**src/rtl/wb_stage.sv**
```systemverilog
// Write-back stage: registers the M-stage result and drives the GRF write port.
// Optional macro WB_LOAD_EXT_EN enables lb/lbu/lh/lhu extraction; otherwise every load is lw.
module wb_stage #(
    parameter logic [31:0] RESET_PC8 = 32'h0000_3008
) (
    input  logic        clk,
    input  logic        reset,
    input  logic        m_valid,
    input  logic        m_regwr,
    input  logic [4:0]  m_a3,
    input  logic [1:0]  m_wdsel,
    input  logic [31:0] m_aluout,
    input  logic [31:0] m_dmrd,
    input  logic [2:0]  m_ldtype,
    input  logic [31:0] m_pc8,
    input  logic        flush,
    output logic [4:0]  A3,
    output logic [31:0] WD,
    output logic        RegWr,
    output logic [31:0] pc8,
    output logic        w_valid
);

    typedef enum logic [1:0] {
        WD_ALU = 2'b00,
        WD_MEM = 2'b01,
        WD_PC8 = 2'b10,
        WD_RSV = 2'b11
    } wdsel_e;

    logic        valid_q,  valid_d;
    logic        regwr_q,  regwr_d;
    logic [4:0]  a3_q,     a3_d;
    wdsel_e      wdsel_q,  wdsel_d;
    logic [31:0] aluout_q, aluout_d;
    logic [31:0] dmrd_q,   dmrd_d;
    logic [31:0] pc8_q,    pc8_d;
    logic [31:0] load_data;

`ifdef WB_LOAD_EXT_EN
    logic [2:0]  ldtype_q, ldtype_d;
    logic [7:0]  byte_s;
    logic [15:0] half_s;
`else
    logic        unused_ldtype;
    assign unused_ldtype = ^m_ldtype;
`endif

    // Next slot contents: flush turns the slot into a bubble; bubbles keep the old pc8.
    always_comb begin
        valid_d  = m_valid & ~flush;
        regwr_d  = flush ? 1'b0 : m_regwr;
        a3_d     = flush ? 5'd0 : m_a3;
        wdsel_d  = wdsel_e'(m_wdsel);
        aluout_d = m_aluout;
        dmrd_d   = m_dmrd;
        pc8_d    = valid_d ? m_pc8 : pc8_q;
`ifdef WB_LOAD_EXT_EN
        ldtype_d = m_ldtype;
`endif
    end

    // Slot register; reset kills any captured instruction at once.
    always_ff @(posedge clk or posedge reset) begin
        if (reset) begin
            valid_q  <= 1'b0;
            regwr_q  <= 1'b0;
            a3_q     <= 5'd0;
            wdsel_q  <= WD_ALU;
            aluout_q <= 32'd0;
            dmrd_q   <= 32'd0;
            pc8_q    <= RESET_PC8;
`ifdef WB_LOAD_EXT_EN
            ldtype_q <= 3'd0;
`endif
        end else begin
            valid_q  <= valid_d;
            regwr_q  <= regwr_d;
            a3_q     <= a3_d;
            wdsel_q  <= wdsel_d;
            aluout_q <= aluout_d;
            dmrd_q   <= dmrd_d;
            pc8_q    <= pc8_d;
`ifdef WB_LOAD_EXT_EN
            ldtype_q <= ldtype_d;
`endif
        end
    end

`ifdef WB_LOAD_EXT_EN
    // Pick the addressed byte/halfword and extend it according to the load type.
    always_comb begin
        byte_s    = 8'd0;
        half_s    = aluout_q[1] ? dmrd_q[31:16] : dmrd_q[15:0];
        load_data = dmrd_q;
        unique case (aluout_q[1:0])
            2'd0:    byte_s = dmrd_q[7:0];
            2'd1:    byte_s = dmrd_q[15:8];
            2'd2:    byte_s = dmrd_q[23:16];
            default: byte_s = dmrd_q[31:24];
        endcase
        unique case (ldtype_q)
            3'b001:  load_data = {{24{byte_s[7]}}, byte_s};
            3'b010:  load_data = {24'd0, byte_s};
            3'b011:  load_data = {{16{half_s[15]}}, half_s};
            3'b100:  load_data = {16'd0, half_s};
            default: load_data = dmrd_q;
        endcase
    end
`else
    assign load_data = dmrd_q;
`endif

    // Write-data mux from registered fields only; bubbles present zero.
    always_comb begin
        WD = 32'd0;
        if (valid_q) begin
            unique case (wdsel_q)
                WD_MEM:  WD = load_data;
                WD_PC8:  WD = pc8_q;
                default: WD = aluout_q;
            endcase
        end
    end

    assign A3      = a3_q;
    assign pc8     = pc8_q;
    assign w_valid = valid_q;
    assign RegWr   = valid_q & regwr_q & (a3_q != 5'd0);

endmodule
```
**config.mk**
```make
export PLATFORM = sky130hd
export DESIGN_NAME = wb_stage
export DESIGN_NICKNAME = d
export VERILOG_FILES = /design/src/rtl/wb_stage.sv
export SDC_FILE = /design/constraint.sdc
export NUM_CORES = 1
export LEC_CHECK = 0
export BUFFER_PORTS_ARGS = -buffer_cell sky130_fd_sc_hd__buf_2
export CORE_MARGIN = 2
export CORE_UTILIZATION = 52
export CTS_BUF_LIST = sky130_fd_sc_hd__clkbuf_4 sky130_fd_sc_hd__clkbuf_8
export DETAILED_ROUTE_END_ITERATION = 8
export GPL_TIMING_DRIVEN = 0
export PLACE_DENSITY_LB_ADDON = 0.12
export SYNTH_ARGS = -nofsm -noshare
export SYNTH_HDL_FRONTEND = slang
export SYNTH_SLANG_ARGS = --single-unit
```
**constraint.sdc**
```tcl
create_clock -name clk -period 8.67 [get_ports clk]
set_input_delay 1.3005 -clock clk [delete_from_list [all_inputs] [get_ports clk]]
set_output_delay 1.3005 -clock clk [all_outputs]
set_load 0.01 [all_outputs]
```
==> summary.md <==
The tools report the starting density of the core as 53.2%. The horizontal die dimension works out to 92.5 um. The path class of the tightest hold or removal check is flop to flop.

Post-synthesis register bit count: 105. The share of the clock period used by the worst path after layout works out to 39.5%. For this block, the initial DRC count from the detailed router was 73. Global routing consumed, on the met2 layer, 35.9% of the routing resources. Buffer type at the clock tree root: sky130_fd_sc_hd__clkbuf_8. The relative slew slack was 57.8%; the largest fanout on the critical path was 10.

The post-synthesis adder-cell area fraction came out at 0.615%. For the worst setup path, the data arrival time is 2130 ps. The most frequent standard cell in the layout excluding fill and tap cells is sky130_fd_sc_hd__buf_2. The run finished with clean final reports.

TritonCTS built the clock tree. For this design the static power due to leakage is 2.82 nW. Across all layers, the routed design uses 2868 vias. Max-slew violation count: 0. The net total in the final layout was 570; the compound-cell area share of the yosys netlist was 8.12%. The run gives 9 as the number of CTS-inserted buffers. The tools report the type of element capturing the critical path as a primary output. In this run the remaining antenna-violating nets after routing total 0. The slew at the pin closest to its max-slew limit works out to 633 ps. The critical path is of the flop to primary output type. After detailed placement, the total cell area comes to 0.00512 mm2. After detailed routing, the number of vias per cell comes to 5.09.

The number of ports placed on the die boundary is 182. Setup repair after global routing left no endpoint under its margin. The fraction of met1 tracks used by global routing is 28.0%, and the number of H-tree branching levels is 3.

The HPWL after detailed placement is 6660 um. On the worst path, the slowest cell contributes a delay of 470 ps. The cell count after synthesis came out at 267. The die covers 0.00855 mm2. For the post-CTS setup buffer count, the log shows 0. The combined buffer and inverter count along the critical path works out to 4. For the register-to-register setup slack, the log shows 7860 ps. Final count of hold timing violations: 0. The total detailed-routing wirelength is 9310 um. The cell type of the slowest stage on the worst timing path is sky130_fd_sc_hd__clkbuf_1. The via count of the first global-routing pass was 2909; the placer congestion estimate was 0.764. At the worst endpoint, the required time is 7370 ps. The worst setup path is launched from a flop. The top cell types in the final layout, fill and taps aside, are sky130_fd_sc_hd__buf_2, sky130_fd_sc_hd__dfrtp_1, sky130_fd_sc_hd__a221o_1, sky130_fd_sc_hd__nand2b_1, sky130_fd_sc_hd__and3_1. The logs give 0 for the count of inserted antenna diode cells and 110 uV for the worst voltage drop across the vdd grid. Number of nets produced by synthesis: 380. Broken down by cell family, the worst path's largest delay share belongs to buffers and inverters. After detailed routing, the average wire length per cell comes to 16.5 um. The tools report the all-layer global routing usage as 22.2%. For this run, design rule violations remaining after detail routing come to 0.

The later pin in the worst-skew pair is clocked with a latency of 350 ps. Counting every sink on the clock net gives 105. The first detailed-routing pass took 4 iterations. Share of the yosys chip area belonging to registers: 64.6%. The combinational family with the most area after synthesis was multiplexers.

After clock tree synthesis, the clock-pin slew on the worst setup and hold paths is 90 ps. The initial antenna violation count was 0; the pin count of the biggest net entering global routing was 56. Traced cell by cell, the critical path runs through inv_1, ha_1, buf_2, clkbuf_1, nand2b_1, and3_1, buf_2. Once layout is done, the placed cells without fillers occupy 0.00532 mm2. The logs give 0 for the overall overflow remaining after global route and 0.292 GHz for the highest clock rate. The run gives 0 as the final count of negative-setup-slack endpoints. Routing layer with the top usage in global route: met2. The logs give 564 for the final instance count without filler cells and 0 ps for the setup skew after layout. The number of different library cells used by synthesis comes to 17. The maximum buffer depth of the clock tree came out at 2. The fraction of layout cells with a size suffix above 1 works out to 53.2%.

Of the post-synthesis cell area, the part taken by muxes is 11.5%. A synthesized cell averages 15.2 um2. The global-route wire length before repair is 14400 um.

The port buffer count is 178. Counting stages on the worst path, the most repeated cell is sky130_fd_sc_hd__buf_2. The post-synthesis instance area is 0.00407 mm2, and the post-synthesis simple-gate area fraction is 11.3%. The count of hold buffers inserted by post-cts repair was 0. The xor and xnor fraction of the mapped netlist area is 0%. The largest total area in the synthesized netlist belongs to sky130_fd_sc_hd__dfrtp_1. The minimum period implied by the final worst setup slack was 3430 ps; the max-capacitance violation count was 0. Once placement completed, the tool counted placed cells totaling 548. The final-layout setup total negative slack was 0 ps; the placeable core region was 0.00765 mm2.

By area the synthesized netlist is led by sky130_fd_sc_hd__dfrtp_1, sky130_fd_sc_hd__mux2_4, sky130_fd_sc_hd__a221o_1. The Yosys step of the flow raised 0 warnings. Dividing total power by cell area gives a power density of 194 mW/mm2. The top cell type's share of synthesized area is 62.7%. From synthesis to final layout, the design area changed by 30.6%. The number of cells upsized or downsized after cts was 0; the met3 demand-to-capacity share in global routing was 7.16%. The run gives 32 as the number of rows in the core area. The y dimension of the die works out to 92.5 um.
-- stage by stage --
step	power (W)	hold WS, ps	setup slack [ps]	util, %
finish	0.00103	545	5240	69.5
global route	0.00108	562	5060	69.5
CTS	0.00104	546	5210	69.5
detailed placement	0.000747	526	5610	66.9
global placement	0.000739	519	3550	66.5
floorplan	0.000665	572	4610	-
-- synthesized netlist by cell type --
cell type / instances
sky130_fd_sc_hd__mux2_2: 3
sky130_fd_sc_hd__and3_1: 32
sky130_fd_sc_hd__nand2b_1: 32
sky130_fd_sc_hd__dfrtp_1: 102
sky130_fd_sc_hd__buf_2: 11
sky130_fd_sc_hd__buf_12: 3
sky130_fd_sc_hd__nor2b_1: 1
sky130_fd_sc_hd__and2b_1: 6
sky130_fd_sc_hd__ha_1: 2
sky130_fd_sc_hd__inv_1: 3
sky130_fd_sc_hd__o311a_1: 1
sky130_fd_sc_hd__a221o_1: 32
sky130_fd_sc_hd__buf_6: 1
sky130_fd_sc_hd__or3_1: 1
sky130_fd_sc_hd__dfstp_2: 3
sky130_fd_sc_hd__mux2_4: 29
sky130_fd_sc_hd__clkbuf_1: 5
-- state kept, by name (all words and copies together), names as in the netlist --
register	count
A3	5
aluout_q	32
dmrd_q	32
pc8	32
regwr_q	1
w_valid	1
wdsel_q	2
-- per-layer routing --
layer  part of all wire (%)  vias to the layer above
met1                     41                     1396
met2                     49                      124
met4                    1.8                        0
met3                    8.6                       15
met5                      0                        -
li1                       -                     1333
-- worst paths after layout --
kind                            start  endpoint  cells after the start
max reg2reg                   pc8[16]   pc8[16]                      1
min reg2reg                    pc8[9]    pc8[9]                      1
max in group asynchronous       reset     A3[4]                      3
min                            pc8[9]    pc8[9]                      1
min in group asynchronous       reset   pc8[20]                      2
max                        wdsel_q[0]    WD[22]                      7
-- kinds of logic (layout without fill, tap and decap cells) --
| logic type | Yosys count | count (layout) |
|---|---|---|
| multiplexers | 32 | 32 |
| buffers and inverters | 23 | 218 |
| flip-flops | 105 | 105 |
| adder cells (fa/ha/maj) | 2 | 2 |
| AO/OA/AOI/OAI | 33 | 33 |
| AND/OR/NAND/NOR | 72 | 72 |
-- area by class of cell --
type,instances,area (um2)
flip-flops and latches,105,2630
fillers,591,2330
multi-input cells,139,1280
repair buffers,179,918
plain buffers,20,145
clock buffers,11,139
well taps,102,128
clock inverters,5,57.6
inverters,3,13.8
-- where the power goes --
group / switching (W) / internal (W)
clock network: 0.000158 / 0.000140
registers: 0.0000233 / 0.000530
logic: 0.0000838 / 0.0000986
Note: power is estimated with default switching activity, not from simulation.
